==> src/rtl/scan_pkg.sv <==
// Shared types and constants for the channel scanner.
// Holds the FSM state enum, channel count NCH and index width IDX_W.
package scan_pkg;

    localparam int NCH   = 8;
    localparam int IDX_W = 3;

    typedef enum logic {
        IDLE = 1'b0,
        SCAN = 1'b1
    } state_t;

endpackage

==> src/rtl/next_chan_find.sv <==
// Combinational search for the next enabled channel above cur_i.
// Ports: mask_i (enabled channels), cur_i (current index),
//        next_o (next enabled index), wrap_o (search wrapped to lowest bit).
module next_chan_find
    import scan_pkg::*;
(
    input  logic [NCH-1:0]   mask_i,
    input  logic [IDX_W-1:0] cur_i,
    output logic [IDX_W-1:0] next_o,
    output logic             wrap_o
);

    always_comb begin
        next_o = cur_i;
        wrap_o = 1'b1;
        // Lowest set bit: the wrap target.
        for (int i = NCH - 1; i >= 0; i--) begin
            if (mask_i[i]) begin
                next_o = IDX_W'(i);
            end
        end
        // Lowest set bit strictly above cur_i overrides the wrap target.
        for (int i = NCH - 1; i >= 0; i--) begin
            if (mask_i[i] && (i > int'(cur_i))) begin
                next_o = IDX_W'(i);
                wrap_o = 1'b0;
            end
        end
    end

endmodule

==> src/rtl/chan_scanner.sv <==
// Channel scanner: steps sel_idx through the enabled channels of a latched
// mask, dwelling dwell accepted cycles on each, in single-pass or continuous
// mode, handshaking with a downstream 3-to-8 decoder via sel_valid/sel_ready.
// Ports: clk, rst (sync, active-high), start, stop, single, en_mask, dwell,
//        sel_ready in; sel_idx, sel_valid, busy, done, err out.
// Optional macro SCAN_WRAP_EN adds outputs wrap (pulse on continuous-mode
// wrap) and pass_cnt (saturating wrap count, cleared on accepted start).
module chan_scanner
    import scan_pkg::*;
#(
    parameter int DWELL_W = 8
) (
    input  logic               clk,
    input  logic               rst,
    input  logic               start,
    input  logic               stop,
    input  logic               single,
    input  logic [NCH-1:0]     en_mask,
    input  logic [DWELL_W-1:0] dwell,
    input  logic               sel_ready,
    output logic [IDX_W-1:0]   sel_idx,
    output logic               sel_valid,
    output logic               busy,
    output logic               done,
    output logic               err
`ifdef SCAN_WRAP_EN
    ,
    output logic               wrap,
    output logic [7:0]         pass_cnt
`endif
);

    state_t             state_q, state_d;
    logic [DWELL_W-1:0] cnt_q, cnt_d;
    logic [DWELL_W-1:0] dwell_q, dwell_d;
    logic [IDX_W-1:0]   idx_q, idx_d;
    logic [NCH-1:0]     mask_q, mask_d;
    logic               single_q, single_d;
    logic               done_q, done_d;
    logic               err_q, err_d;

    logic [NCH-1:0]     f_mask;
    logic [IDX_W-1:0]   f_cur, f_next;
    logic               f_wrap;
    logic               last_beat;

    // In IDLE the finder is searched from index 7 with the live mask, which
    // yields the lowest set bit for the start; in SCAN it walks the latched mask.
    assign f_mask = (state_q == IDLE) ? en_mask : mask_q;
    assign f_cur  = (state_q == IDLE) ? IDX_W'(NCH - 1) : idx_q;

    next_chan_find u_find (
        .mask_i (f_mask),
        .cur_i  (f_cur),
        .next_o (f_next),
        .wrap_o (f_wrap)
    );

    assign last_beat = sel_ready && (cnt_q == dwell_q - 1'b1);

    always_ff @(posedge clk) begin
        if (rst) begin
            state_q  <= IDLE;
            cnt_q    <= '0;
            dwell_q  <= '0;
            idx_q    <= '0;
            mask_q   <= '0;
            single_q <= 1'b0;
            done_q   <= 1'b0;
            err_q    <= 1'b0;
        end else begin
            state_q  <= state_d;
            cnt_q    <= cnt_d;
            dwell_q  <= dwell_d;
            idx_q    <= idx_d;
            mask_q   <= mask_d;
            single_q <= single_d;
            done_q   <= done_d;
            err_q    <= err_d;
        end
    end

    always_comb begin
        state_d  = state_q;
        cnt_d    = cnt_q;
        dwell_d  = dwell_q;
        idx_d    = idx_q;
        mask_d   = mask_q;
        single_d = single_q;
        done_d   = 1'b0;
        err_d    = 1'b0;
        unique case (state_q)
            IDLE: begin
                if (start && !stop) begin
                    if (en_mask != '0) begin
                        state_d  = SCAN;
                        mask_d   = en_mask;
                        dwell_d  = (dwell == '0) ? DWELL_W'(1) : dwell;
                        single_d = single;
                        idx_d    = f_next;
                        cnt_d    = '0;
                    end else begin
                        err_d = 1'b1;
                    end
                end
            end
            SCAN: begin
                if (stop) begin
                    state_d = IDLE;
                    cnt_d   = '0;
                end else if (last_beat) begin
                    cnt_d = '0;
                    if (f_wrap && single_q) begin
                        state_d = IDLE;
                        done_d  = 1'b1;
                    end else begin
                        idx_d = f_next;
                    end
                end else if (sel_ready) begin
                    cnt_d = cnt_q + 1'b1;
                end
            end
            default: state_d = IDLE;
        endcase
    end

    assign sel_idx   = idx_q;
    assign sel_valid = (state_q == SCAN);
    assign busy      = (state_q == SCAN);
    assign done      = done_q;
    assign err       = err_q;

`ifdef SCAN_WRAP_EN
    logic       accept;
    logic       adv_wrap;
    logic       wrap_q;
    logic [7:0] pass_q;

    assign accept   = (state_q == IDLE) && start && !stop && (en_mask != '0);
    assign adv_wrap = (state_q == SCAN) && !stop && last_beat
                      && f_wrap && !single_q;

    always_ff @(posedge clk) begin
        if (rst) begin
            wrap_q <= 1'b0;
            pass_q <= '0;
        end else begin
            wrap_q <= adv_wrap;
            if (accept) begin
                pass_q <= '0;
            end else if (adv_wrap && (pass_q != 8'hFF)) begin
                pass_q <= pass_q + 8'd1;
            end
        end
    end

    assign wrap     = wrap_q;
    assign pass_cnt = pass_q;
`endif

endmodule

==> config.mk <==
export PLATFORM = sky130hd
export DESIGN_NAME = chan_scanner
export DESIGN_NICKNAME = d
export VERILOG_FILES = /design/src/rtl/scan_pkg.sv /design/src/rtl/next_chan_find.sv /design/src/rtl/chan_scanner.sv
export SDC_FILE = /design/constraint.sdc
export NUM_CORES = 1
export LEC_CHECK = 0
export ABC_AREA = 1
export CAP_MARGIN = 40
export CORE_ASPECT_RATIO = 1.25
export CORE_MARGIN = 4
export CORE_UTILIZATION = 49
export DETAILED_ROUTE_END_ITERATION = 8
export HOLD_SLACK_MARGIN = 0.08
export PLACE_DENSITY = 0.88
export SLEW_MARGIN = 0
export SYNTH_ARGS = -nofsm -noshare
export SYNTH_HDL_FRONTEND = slang
export SYNTH_SLANG_ARGS = --single-unit
==> constraint.sdc <==
create_clock -name clk -period 1.7 [get_ports clk]
set_clock_uncertainty 0.1 [all_clocks]
set_input_delay 0.34 -clock clk [delete_from_list [all_inputs] [get_ports clk]]
set_output_delay 0.34 -clock clk [all_outputs]
set_load 0.01 [all_outputs]
==> reports/summary.txt, run 1 <==
SYNTHESIS
------------------------------------------------------------------------------------
Async set or reset register ratio after synthesis                                  0
Post-synth top flop                                                     sky130_fd_sc_hd__dfxtp_1
Synthesized flop and latch total                                                  31
Syn_area_per_cell                                                         6.70 sq um
Number of nets in the synthesized netlist                                        325
Number of enable flip-flop cells after synthesis                                   0
Number of different library cells in the post-synthesis netlist                   36
Synthesized netlist cell count                                                   301
Cell area after synthesis                                               0.00202 sq mm
Proportion of synthesized chip area in sequential cells                        0.308
Synth warnings                                                                     0

PLACE
------------------------------------------------------------------------------------
Worst setup slack after placement                                            -596 ps
Count of input and output buffers                                                 28
Detailed Place HPWL                                                     4110 microns
Weighted congestion at the end of routability-driven global placement          0.920

STA
------------------------------------------------------------------------------------
Tightest Pin Transition                                                       375 ps
Clock period minus final worst setup slack                                   2010 ps
Final Worst Setup Slack                                                      -312 ps
Number of max-slew violations in the final report                                  0
Aggregate negative setup slack                                              -2660 ps
Maximum frequency from static timing analysis                                497 MHz
Final Hold Vio Count                                                               0
Max-slew headroom at the worst pin                                             0.748
Fraction of the cycle the final worst path needs                                1.18
Setup repair after global routing missed its margin                             true
Total of endpoints with negative setup slack in the final report                  13

GLOBAL ROUTING
------------------------------------------------------------------------------------
Congestion Overflow GR                                                             0
Global-route wire length before repair                                  10200 microns
Tot GR Track Use                                                               0.249
Number of antenna violations at the first check in global routing                  0
Pin count of the biggest net entering global routing                              15
Number of global-route vias before repair                                       2422

CLOCK TREE
------------------------------------------------------------------------------------
Latest clock arrival within the worst-skew pair                               300 ps
TritonCTS Buffers                                                                  5
Hold Buf Count CTS                                                                 0
TritonCTS clock tree                                                           built
Clock Pin Slew Worst Setup and Hold Paths                                      70 ps
CTS Buffer Depth                                                                   2
Clock root buffer                                                       sky130_fd_sc_hd__clkbuf_8
Clock Sink Count                                                                  31
Count of H-tree levels built during CTS                                            2

POWER AND IR DROP
------------------------------------------------------------------------------------
Leak Pwr                                                                     1.42 nW
PnR Total Power                                                              2.24 mW
Clock network fraction of design power                                         0.258
Power density of the placed cells                                        717 mW/mm^2
Switching power of the nets                                                 0.796 mW
Internal power component                                                     1.44 mW
Switching Share                                                                0.356
Register share of total power                                                  0.375
Worst VDD drop                                                                484 uV
Combinational cell fraction of total power                                     0.367

OUTCOME
------------------------------------------------------------------------------------
Violated checks                                                         setup timing
Result of the run                                                       finished with violations

LAYOUT
------------------------------------------------------------------------------------
Diode count                                                                        0
Utilization after layout                                                       0.804
Fraction of layout instances using a drive strength above 1                    0.383
Area added between synthesis and finish                                        54.6%
Net count reported at finish                                                     412

DIE
------------------------------------------------------------------------------------
Starting utilization of the core area                                          0.520
Chip Width                                                              65.4 microns
Floorplan core area                                                     0.00388 sq mm
Count of pins on the block boundary                                               29
Height of the die                                                       79.7 microns
Total Die Area                                                          0.00521 sq mm
Row count                                                                         25

DETAILED ROUTING
------------------------------------------------------------------------------------
Remaining antenna violation count after routing                                    0
DR DRC count                                                                       0
Total iterations of the first detailed-routing run                                 5
Number of DRC markers in iteration 0                                             232
DR vias                                                                         2500
Routed length per instance                                              17.1 microns
Total Routed Length                                                     7580 microns
Avg Vias per Cell                                                               5.64

WORST SETUP PATH
------------------------------------------------------------------------------------
Kind of end point of the critical path                                          flop
Data arrival time of the worst path                                          2080 ps
Critical Path Source                                                    dwell_q[3]$_SDFFE_PP0P_
Critical path required time                                                  1770 ps
Largest fanout on the critical path                                                6
Worst setup path class                                                    reg -> reg
Crit start category                                                             flop
R2r startpoint                                                          dwell_q[3]$_SDFFE_PP0P_
Setup slack on the worst flop-to-flop path                                   -310 ps

WORST HOLD PATH
------------------------------------------------------------------------------------
Class of the tightest hold or removal check                                in -> reg
Origin of the worst min-delay path                                             start

RUN
------------------------------------------------------------------------------------
Number of violations of the max-capacitance limit                                  0

[worst max-delay path, stage by stage, from the launching register on]
cell                       delay (ps)
sky130_fd_sc_hd__dfxtp_1          330
sky130_fd_sc_hd__inv_1            190
sky130_fd_sc_hd__nand3_1          150
sky130_fd_sc_hd__nor2_2           140
sky130_fd_sc_hd__xor2_1           160
sky130_fd_sc_hd__nand2_1           80
sky130_fd_sc_hd__nor2_2           120
sky130_fd_sc_hd__nand2_2          120
sky130_fd_sc_hd__nand2_4          100
sky130_fd_sc_hd__inv_4             50
sky130_fd_sc_hd__o211ai_1         240
sky130_fd_sc_hd__nor2_1            90
[routing by layer]
| layer | GRT usage | wire, microns |
|---|---|---|
| met5 | 0 | 0 |
| met4 | 0.158 | 413 |
| met3 | 0.0620 | 501 |
| met2 | 0.457 | 3970 |
| met1 | 0.243 | 2700 |
[synth_stat cells, types with 5 or more instances]
library cell | count | area (sq um)
sky130_fd_sc_hd__nor2_1 | 34 | 128
sky130_fd_sc_hd__nand2_1 | 49 | 184
sky130_fd_sc_hd__dfxtp_1 | 31 | 621
sky130_fd_sc_hd__a211oi_1 | 5 | 37.5
sky130_fd_sc_hd__nand4_1 | 9 | 56.3
sky130_fd_sc_hd__o21ai_0 | 26 | 130
sky130_fd_sc_hd__nand3_1 | 12 | 60.1
sky130_fd_sc_hd__xor2_1 | 8 | 70.1
sky130_fd_sc_hd__inv_1 | 48 | 180
sky130_fd_sc_hd__a21oi_1 | 22 | 110
sky130_fd_sc_hd__nand2_2 | 5 | 31.3
[sequential cells by signal (all words and copies together) (netlist names)]
register,flops
busy,1
cnt_q,8
done,1
dwell_q,8
err,1
mask_q,8
sel_idx,3
single_q,1
[kinds of logic after synthesis]
| family | share of synthesized area |
|---|---|
| adders and majority gates | 0.0124 |
| buffers and inverters | 0.138 |
| AOI/OAI and AO/OA | 0.178 |
| xor gates and xnor gates | 0.0521 |
| DFF | 0.308 |
| and+or+nand+nor | 0.311 |
[power by group through the flow]
stage          logic [mW]  registers, mW  clock network, mW
2_1_floorplan       0.396          0.843                  0
3_5_place_dp        0.623          0.851                  0
4_1_cts             0.680          0.832              0.571
6_report            0.820          0.840              0.577
3_3_place_gp        0.602          0.849                  0
5_1_grt             0.880          0.844              0.597
[stage by stage]
step / hold slack, ps / area [sq um] / cells
2_1_floorplan: 329 / 2040 / 301
3_3_place_gp: 336 / 2630 / 416
3_5_place_dp: 354 / 2630 / 416
4_1_cts: 364 / 2860 / 431
5_1_grt: 309 / 3120 / 443
6_report: 295 / 3120 / 443
[path summary, 6_finish.rpt]
check,depth (start not counted),endpoint
setup / recovery,11,cnt_q[7]$_SDFFE_PP0P_
hold reg to reg,2,mask_q[6]$_SDFFE_PP0P_
hold / removal,3,err$_SDFF_PP0_
setup reg to reg,11,cnt_q[7]$_SDFFE_PP0P_
[placed cells by master (no fill, tap or decap), types with 2 or more instances in the layout]
cell type / count
sky130_fd_sc_hd__or2_2: 2
sky130_fd_sc_hd__nor2_1: 28
sky130_fd_sc_hd__dfxtp_2: 4
sky130_fd_sc_hd__inv_1: 38
sky130_fd_sc_hd__xnor2_1: 4
sky130_fd_sc_hd__nor3_1: 3
sky130_fd_sc_hd__a211oi_2: 3
sky130_fd_sc_hd__nand3_1: 9
sky130_fd_sc_hd__a211oi_1: 2
sky130_fd_sc_hd__clkbuf_1: 2
sky130_fd_sc_hd__inv_2: 10
sky130_fd_sc_hd__o21ai_0: 12
sky130_fd_sc_hd__nor2_4: 5
sky130_fd_sc_hd__o211ai_1: 2
sky130_fd_sc_hd__nand2_2: 11
sky130_fd_sc_hd__buf_8: 2
sky130_fd_sc_hd__o21ai_1: 11
sky130_fd_sc_hd__nand4_1: 9
sky130_fd_sc_hd__buf_4: 52
sky130_fd_sc_hd__dfxtp_1: 26
sky130_fd_sc_hd__clkbuf_2: 2
sky130_fd_sc_hd__a21oi_1: 15
sky130_fd_sc_hd__clkbuf_8: 5
sky130_fd_sc_hd__clkdlybuf4s50_1: 14
sky130_fd_sc_hd__nor2_2: 7
sky130_fd_sc_hd__dlygate4sd2_1: 8
sky130_fd_sc_hd__o21ai_2: 6
sky130_fd_sc_hd__dlymetal6s2s_1: 3
sky130_fd_sc_hd__inv_4: 2
sky130_fd_sc_hd__o21ai_4: 2
sky130_fd_sc_hd__a21oi_2: 10
sky130_fd_sc_hd__nand2_1: 42
sky130_fd_sc_hd__nand3_2: 5
sky130_fd_sc_hd__buf_6: 6
sky130_fd_sc_hd__xor2_1: 7
[layout make-up]
cell class / instances / area (sq um)
multi-input combinational: 208 / 1320
timing repair buffer: 90 / 801
fill: 237 / 761
sequential: 31 / 629
inverter: 51 / 209
clock buffer: 7 / 76.3
tap: 54 / 67.6
timing repair inverter: 1 / 7.51
clock inverter: 1 / 5.00
[repair_timing]
| item | 4_1_cts | 5_1_grt |
|---|---|---|
| hold endpoints to repair | 0 | 0 |
| setup buffers | 6 | 11 |
| resized for setup | 50 | 52 |
| cloned | 1 | 1 |
| pin swaps | 11 | 15 |
| endpoints found under the setup margin | 34 | 27 |
(Power assumes the default switching activity.)
==> run 2, diff against run 1 <==
PLACE_DENSITY = 0.73   (was 0.88)
==> run 2 against run 1 <==
Against the previous run:
- the flow still finishes with violations (setup timing)
- critical endpoint is now cnt_q[1]$_SDFFE_PP0P_
- non-clock buffer count fell by 11
- wire length down 23%
- combinational power fell by 9.6%
- count of clock-buffer cells in the layout stayed put
- first-iteration DRC count down 63%
==> reports/summary.txt, run 2 (synthesis gave the netlist of run 1 again) <==
OUTCOME
------------------------------------------------------------------------------------
Result of the run                                                       finished with violations
Violated checks                                                         setup timing

CLOCK TREE
------------------------------------------------------------------------------------
Hold Buf Count CTS                                                                 0
Latest clock arrival within the worst-skew pair                               300 ps
Clock Sink Count                                                                  31
CTS Buffer Depth                                                                   2
TritonCTS clock tree                                                           built
Count of H-tree levels built during CTS                                            2
Clock Pin Slew Worst Setup and Hold Paths                                      70 ps
TritonCTS Buffers                                                                  5
Clock root buffer                                                       sky130_fd_sc_hd__clkbuf_8

LAYOUT
------------------------------------------------------------------------------------
Finished layout cell area                                               0.00301 sq mm
Largest registers ranked by flip-flop count                             cnt_q (8), dwell_q (8), mask_q (8)
Filler-free cell count of the finished design                                    432
Most common cell after layout, fill and taps aside                      sky130_fd_sc_hd__nand2_1
Area added between synthesis and finish                                        49.1%
Fraction of layout instances using a drive strength above 1                    0.336
Commonest cells after routing, fill and taps aside                      46 x sky130_fd_sc_hd__nand2_1, 43 x sky130_fd_sc_hd__buf_4, 40 x sky130_fd_sc_hd__inv_1
Net count reported at finish                                                     401
Diode count                                                                        0

WORST SETUP PATH
------------------------------------------------------------------------------------
Crit start category                                                             flop
Critical path required time                                                  1780 ps
Slowest stage delay, CP                                                       340 ps
Kind of end point of the critical path                                          flop
Worst setup path class                                                    reg -> reg
Capture point of the worst reg-to-reg path                              cnt_q[1]$_SDFFE_PP0P_
Setup slack on the worst flop-to-flop path                                   -190 ps
FF-to-FF path depth                                                               13
CP Cell Sequence                                                        inv_2, ha_4, xor2_1, nand4_1, nor2_1, nand2_1, nor2_1, nand2_2, nand2_4, inv_6, buf_4, nand3_2, a21oi_2
Data arrival time of the worst path                                          1970 ps
R2r startpoint                                                          dwell_q[0]$_SDFFE_PP0P_
Largest fanout on the critical path                                                7
Slowest cell on the critical path                                       sky130_fd_sc_hd__dfxtp_2
Most frequent CP cell                                                   sky130_fd_sc_hd__nor2_1

DIE
------------------------------------------------------------------------------------
Floorplan core area                                                     0.00388 sq mm
Starting utilization of the core area                                          0.520
Chip Width                                                              65.4 microns
Height of the die                                                       79.7 microns
Count of pins on the block boundary                                               29
Row count                                                                         25
Total Die Area                                                          0.00521 sq mm

DETAILED ROUTING
------------------------------------------------------------------------------------
Routed length per instance                                              13.6 microns
Total iterations of the first detailed-routing run                                 4
Number of DRC markers in iteration 0                                              87
DR vias                                                                         2252
Remaining antenna violation count after routing                                    0
DR DRC count                                                                       0
Total Routed Length                                                     5860 microns
Avg Vias per Cell                                                               5.21

STA
------------------------------------------------------------------------------------
Setup repair after global routing missed its margin                             true
Final Worst Setup Slack                                                      -188 ps
Fraction of the cycle the final worst path needs                                1.11
Aggregate negative setup slack                                              -1470 ps
Maximum frequency from static timing analysis                                530 MHz
Worst slack on hold paths                                                     361 ps
Tightest Pin Transition                                                       302 ps
Total of endpoints with negative setup slack in the final report                  13
Max-slew headroom at the worst pin                                             0.797
Number of max-slew violations in the final report                                  0
Final Hold Vio Count                                                               0
Clock period minus final worst setup slack                                   1890 ps

WORST HOLD PATH
------------------------------------------------------------------------------------
Class of the tightest hold or removal check                               reg -> reg
Worst hold path depth                                                              2
Origin of the worst min-delay path                                      mask_q[6]$_SDFFE_PP0P_
End point of the worst hold path                                        mask_q[6]$_SDFFE_PP0P_

GLOBAL ROUTING
------------------------------------------------------------------------------------
Pin count of the biggest net entering global routing                              13
Number of antenna violations at the first check in global routing                  0
Congestion Overflow GR                                                             0
Number of global-route vias before repair                                       2268
Tot GR Track Use                                                               0.233
Global-route wire length before repair                                  9290 microns

PLACE
------------------------------------------------------------------------------------
Placed cells                                                                     411
Weighted congestion at the end of routability-driven global placement          0.929
Detailed Place HPWL                                                     3870 microns
Count of input and output buffers                                                 28
Post-place instance area                                                0.00261 sq mm

POWER AND IR DROP
------------------------------------------------------------------------------------
Leak Pwr                                                                     1.35 nW
Worst VDD drop                                                                502 uV
PnR Total Power                                                              2.16 mW
Power density of the placed cells                                        717 mW/mm^2

RUN
------------------------------------------------------------------------------------
Number of violations of the max-capacitance limit                                  0

-- run 2: cell count changes in the layout (fill, tap and decap cells not counted), sizes merged, moves of 2 or more --
cell,delta
inv,+2
clkbuf,-3
clkdlybuf4s50,+2
buf,-10
dlygate4sd2,+3
dlymetal6s2s,-2
-- run 2: worst max-delay path by stage --
stage,start,to,cells past startpoint
detailed placement,en_mask[3],mask_q[4]$_SDFFE_PP0P_,11
global placement,en_mask[5],sel_idx[1]$_SDFFE_PP0P_,12
finish,dwell_q[0]$_SDFFE_PP0P_,cnt_q[1]$_SDFFE_PP0P_,13
CTS,dwell_q[0]$_SDFFE_PP0P_,sel_idx[2]$_SDFFE_PP0P_,12
floorplan,dwell_q[0]$_SDFFE_PP0P_,cnt_q[7]$_SDFFE_PP0P_,12
global route,dwell_q[0]$_SDFFE_PP0P_,cnt_q[0]$_SDFFE_PP0P_,13
-- run 2: area by class of cell --
| cell class | count | area, sq um |
|---|---|---|
| fillers | 302 | 872 |
| clock inverters | 1 | 5.00 |
| repair buffers | 79 | 713 |
| inverters | 51 | 214 |
| clock buffers | 7 | 76.3 |
| multi-input cells | 208 | 1290 |
| flip-flops and latches | 31 | 629 |
| well taps | 54 | 67.6 |
| repair inverters | 1 | 8.76 |
-- run 2: where the power goes --
part           switching [mW]  internal [mW]
clock network           0.296          0.287
registers              0.0500          0.782
logic                   0.393          0.347
total                   0.740           1.42
-- run 2: stage by stage --
stage / util / setup slack (ps)
finish: 0.775 / -188
global route: 0.775 / -299
CTS: 0.747 / -140
detailed placement: 0.673 / -519
global placement: 0.673 / -485
floorplan: - / -20.4
-- run 2: worst max-delay path, delay by kind of cell (launching register included) --
| family | cells | cell delay, ps |
|---|---|---|
| simple gates | 7 | 670 |
| flops | 1 | 340 |
| fa+ha+maj | 1 | 250 |
| buf+inv | 3 | 230 |
| xor+xnor | 1 | 130 |
| compound gates | 1 | 50 |
-- run 2: timing repair --
action | 4_1_cts | 5_1_grt
resized for setup | 56 | 24
pin swaps | 13 | 10
endpoints found under the setup margin | 34 | 30
setup buffers | 7 | 5
cloned | 2 | 1
-- run 2: layer usage --
layer  vias up  global-route usage  wire length, microns
li1       1122                   -                     -
met1      1059               0.217                  2150
met2        56               0.453                  3290
met3        15              0.0352                   222
met4         0               0.151                   195
met5         -                   0                     0
==> run 3, diff against run 2 <==
CORE_MARGIN = 3   (was 4)
TNS_END_PERCENT = 10   (was unset)
==> run 3 against run 2 <==
Against the previous run:
- the run still ends with setup timing left
- wire length down 6.5%
- die area down 5.5%
- global-route usage up 0.69 points
- design area down 4.7%
- sequential power about the same
- sequential share of layout area up 1.0 points
- combinational power down 8.4%
- cell count up 0.23%
- critical path depth unchanged
- first-iteration DRC count down 2.3%
==> reports/summary.txt, run 3 (synthesis gave the netlist of run 1 again) <==
DETAILED ROUTING
------------------------------------------------------------------------------------
Avg Vias per Cell                                                               5.00
Number of DRC markers in iteration 0                                              85
Total iterations of the first detailed-routing run                                 4
Total Routed Length                                                     5480 microns
Remaining antenna violation count after routing                                    0
Routed length per instance                                              12.6 microns
DR vias                                                                         2164
DR DRC count                                                                       0

DIE
------------------------------------------------------------------------------------
Row count                                                                         25
Height of the die                                                       77.7 microns
Chip Width                                                              63.4 microns
Floorplan core area                                                     0.00388 sq mm
Starting utilization of the core area                                          0.520
Count of pins on the block boundary                                               29
Total Die Area                                                          0.00493 sq mm

GLOBAL ROUTING
------------------------------------------------------------------------------------
Global-route wire length before repair                                  9430 microns
Congestion Overflow GR                                                             0
GR met1 Demand/Resource                                                        0.249
Tot GR Track Use                                                               0.240
Number of global-route vias before repair                                       2167
Global route hottest layer                                                      met2
Number of antenna violations at the first check in global routing                  0
Pin count of the biggest net entering global routing                              17
Met2 usage in global routing                                                   0.450
Met3 capacity usage during global routing                                     0.0449

CLOCK TREE
------------------------------------------------------------------------------------
Count of H-tree levels built during CTS                                            2
CTS Buffer Depth                                                                   2
TritonCTS Buffers                                                                  5
Clock Sink Count                                                                  31
Hold Buf Count CTS                                                                 0
Clock Pin Slew Worst Setup and Hold Paths                                      70 ps
Latest clock arrival within the worst-skew pair                               280 ps
Clock root buffer                                                       sky130_fd_sc_hd__clkbuf_8
TritonCTS clock tree                                                           built

OUTCOME
------------------------------------------------------------------------------------
Result of the run                                                       finished with violations
Violated checks                                                         setup timing

WORST SETUP PATH
------------------------------------------------------------------------------------
Slowest cell on the critical path                                       sky130_fd_sc_hd__dfxtp_2
Total buffers and inverters traversed by the critical path                         3
Slowest stage delay, CP                                                       330 ps
Most frequent CP cell                                                   sky130_fd_sc_hd__nor2_1
Data arrival time of the worst path                                          1910 ps
Kind of end point of the critical path                                          flop
Largest fanout on the critical path                                                7
Worst setup path class                                                    reg -> reg
Delay-heaviest family, CP                                               simple AND/OR/NAND/NOR gates
Critical path required time                                                  1770 ps
Crit start category                                                             flop
CP Cell Sequence                                                        inv_2, ha_4, xor2_1, nand4_1, nor2_1, nand2_1, nor2_1, nand2_2, nand2_4, inv_6, buf_4, nand3_2, a21oi_1

STA
------------------------------------------------------------------------------------
Fraction of the cycle the final worst path needs                                1.08
Max-slew headroom at the worst pin                                             0.766
Final Worst Setup Slack                                                      -131 ps
Clock period minus final worst setup slack                                   1830 ps
Setup repair after global routing missed its margin                             true
Maximum frequency from static timing analysis                                546 MHz
Tightest Pin Transition                                                       348 ps
Number of max-slew violations in the final report                                  0
Total of endpoints with negative setup slack in the final report                  13
Final Hold Vio Count                                                               0

PLACE
------------------------------------------------------------------------------------
Count of input and output buffers                                                 28
Detailed Place HPWL                                                     4000 microns
Weighted congestion at the end of routability-driven global placement          0.965
Worst setup slack after placement                                            -533 ps

POWER AND IR DROP
------------------------------------------------------------------------------------
PnR Total Power                                                              2.07 mW
Power density of the placed cells                                        722 mW/mm^2
Worst VDD drop                                                                471 uV
Leak Pwr                                                                     1.30 nW

WORST HOLD PATH
------------------------------------------------------------------------------------
Class of the tightest hold or removal check                               reg -> reg

LAYOUT
------------------------------------------------------------------------------------
Commonest cells after routing, fill and taps aside                      49 x sky130_fd_sc_hd__buf_4, 47 x sky130_fd_sc_hd__nand2_1, 39 x sky130_fd_sc_hd__inv_1
Area added between synthesis and finish                                        42.0%
Net count reported at finish                                                     402
Diode count                                                                        0
Most common cell after layout, fill and taps aside                      sky130_fd_sc_hd__buf_4
Fraction of layout instances using a drive strength above 1                    0.306
Largest registers ranked by flip-flop count                             cnt_q (8), dwell_q (8), mask_q (8)
Utilization after layout                                                       0.738

RUN
------------------------------------------------------------------------------------
Number of violations of the max-capacitance limit                                  0

[run 3: changes by cell type in the layout (fill, tap and decap cells not counted), sizes merged]
cell,previous run,this run
clkdlybuf4s15,0,3
dlygate4sd2,11,9
buf,51,52
clkinvlp,0,1
dlymetal6s2s,1,0
inv,52,51
[run 3: timing repair]
action,in CTS,in global routing
cloned,1,0
resized for setup,39,17
pin swaps,9,0
setup buffers,8,1
setup endpoints to repair,34,31
[run 3: stage by stage]
| stage | instances | instance area [sq um] | hold WS [ps] | TNS, ps |
|---|---|---|---|---|
| 2_1_floorplan | 301 | 2040 | 329 | -21.5 |
| 3_3_place_gp | 415 | 2630 | 340 | -12790 |
| 3_5_place_dp | 415 | 2630 | 344 | -12870 |
| 4_1_cts | 432 | 2810 | 352 | -707 |
| 5_1_grt | 433 | 2860 | 393 | -2610 |
| 6_report | 433 | 2860 | 352 | -824 |
[run 3: final cells by class]
class                      count  area (sq um)
clock buffer                   7          76.3
clock inverter                 1          5.00
fill                         364          1010
inverter                      51           204
multi-input combinational    208          1200
sequential                    31           629
tap                           54          67.6
timing repair buffer          80           672
timing repair inverter         1          7.51
[run 3: power by group]
group / total, mW / switching (mW) / internal, mW
Clock: 0.556 / 0.269 / 0.287
Sequential: 0.833 / 0.0510 / 0.782
Combinational: 0.679 / 0.361 / 0.318
[run 3: path summary, 6_finish.rpt]
| kind | start | to | slack (ps) | depth (start not counted) |
|---|---|---|---|---|
| min | mask_q[5]$_SDFFE_PP0P_ | mask_q[5]$_SDFFE_PP0P_ | 350 | 2 |
| min reg2reg | mask_q[5]$_SDFFE_PP0P_ | mask_q[5]$_SDFFE_PP0P_ | 350 | 2 |
| max | dwell_q[1]$_SDFFE_PP0P_ | cnt_q[4]$_SDFFE_PP0P_ | -130 | 13 |
| max reg2reg | dwell_q[1]$_SDFFE_PP0P_ | cnt_q[4]$_SDFFE_PP0P_ | -130 | 13 |
[run 3: per-layer routing]
metal	vias to the layer above	wire [microns]
met5	-	0
met4	0	195
met3	18	216
met2	46	2970
met1	981	2090
li1	1119	-
[run 3: tightest hold or removal path, cell delays in order (launching register included)]
cell	delay, ps
sky130_fd_sc_hd__dfxtp_1	300
sky130_fd_sc_hd__inv_1	60
sky130_fd_sc_hd__a21oi_1	50
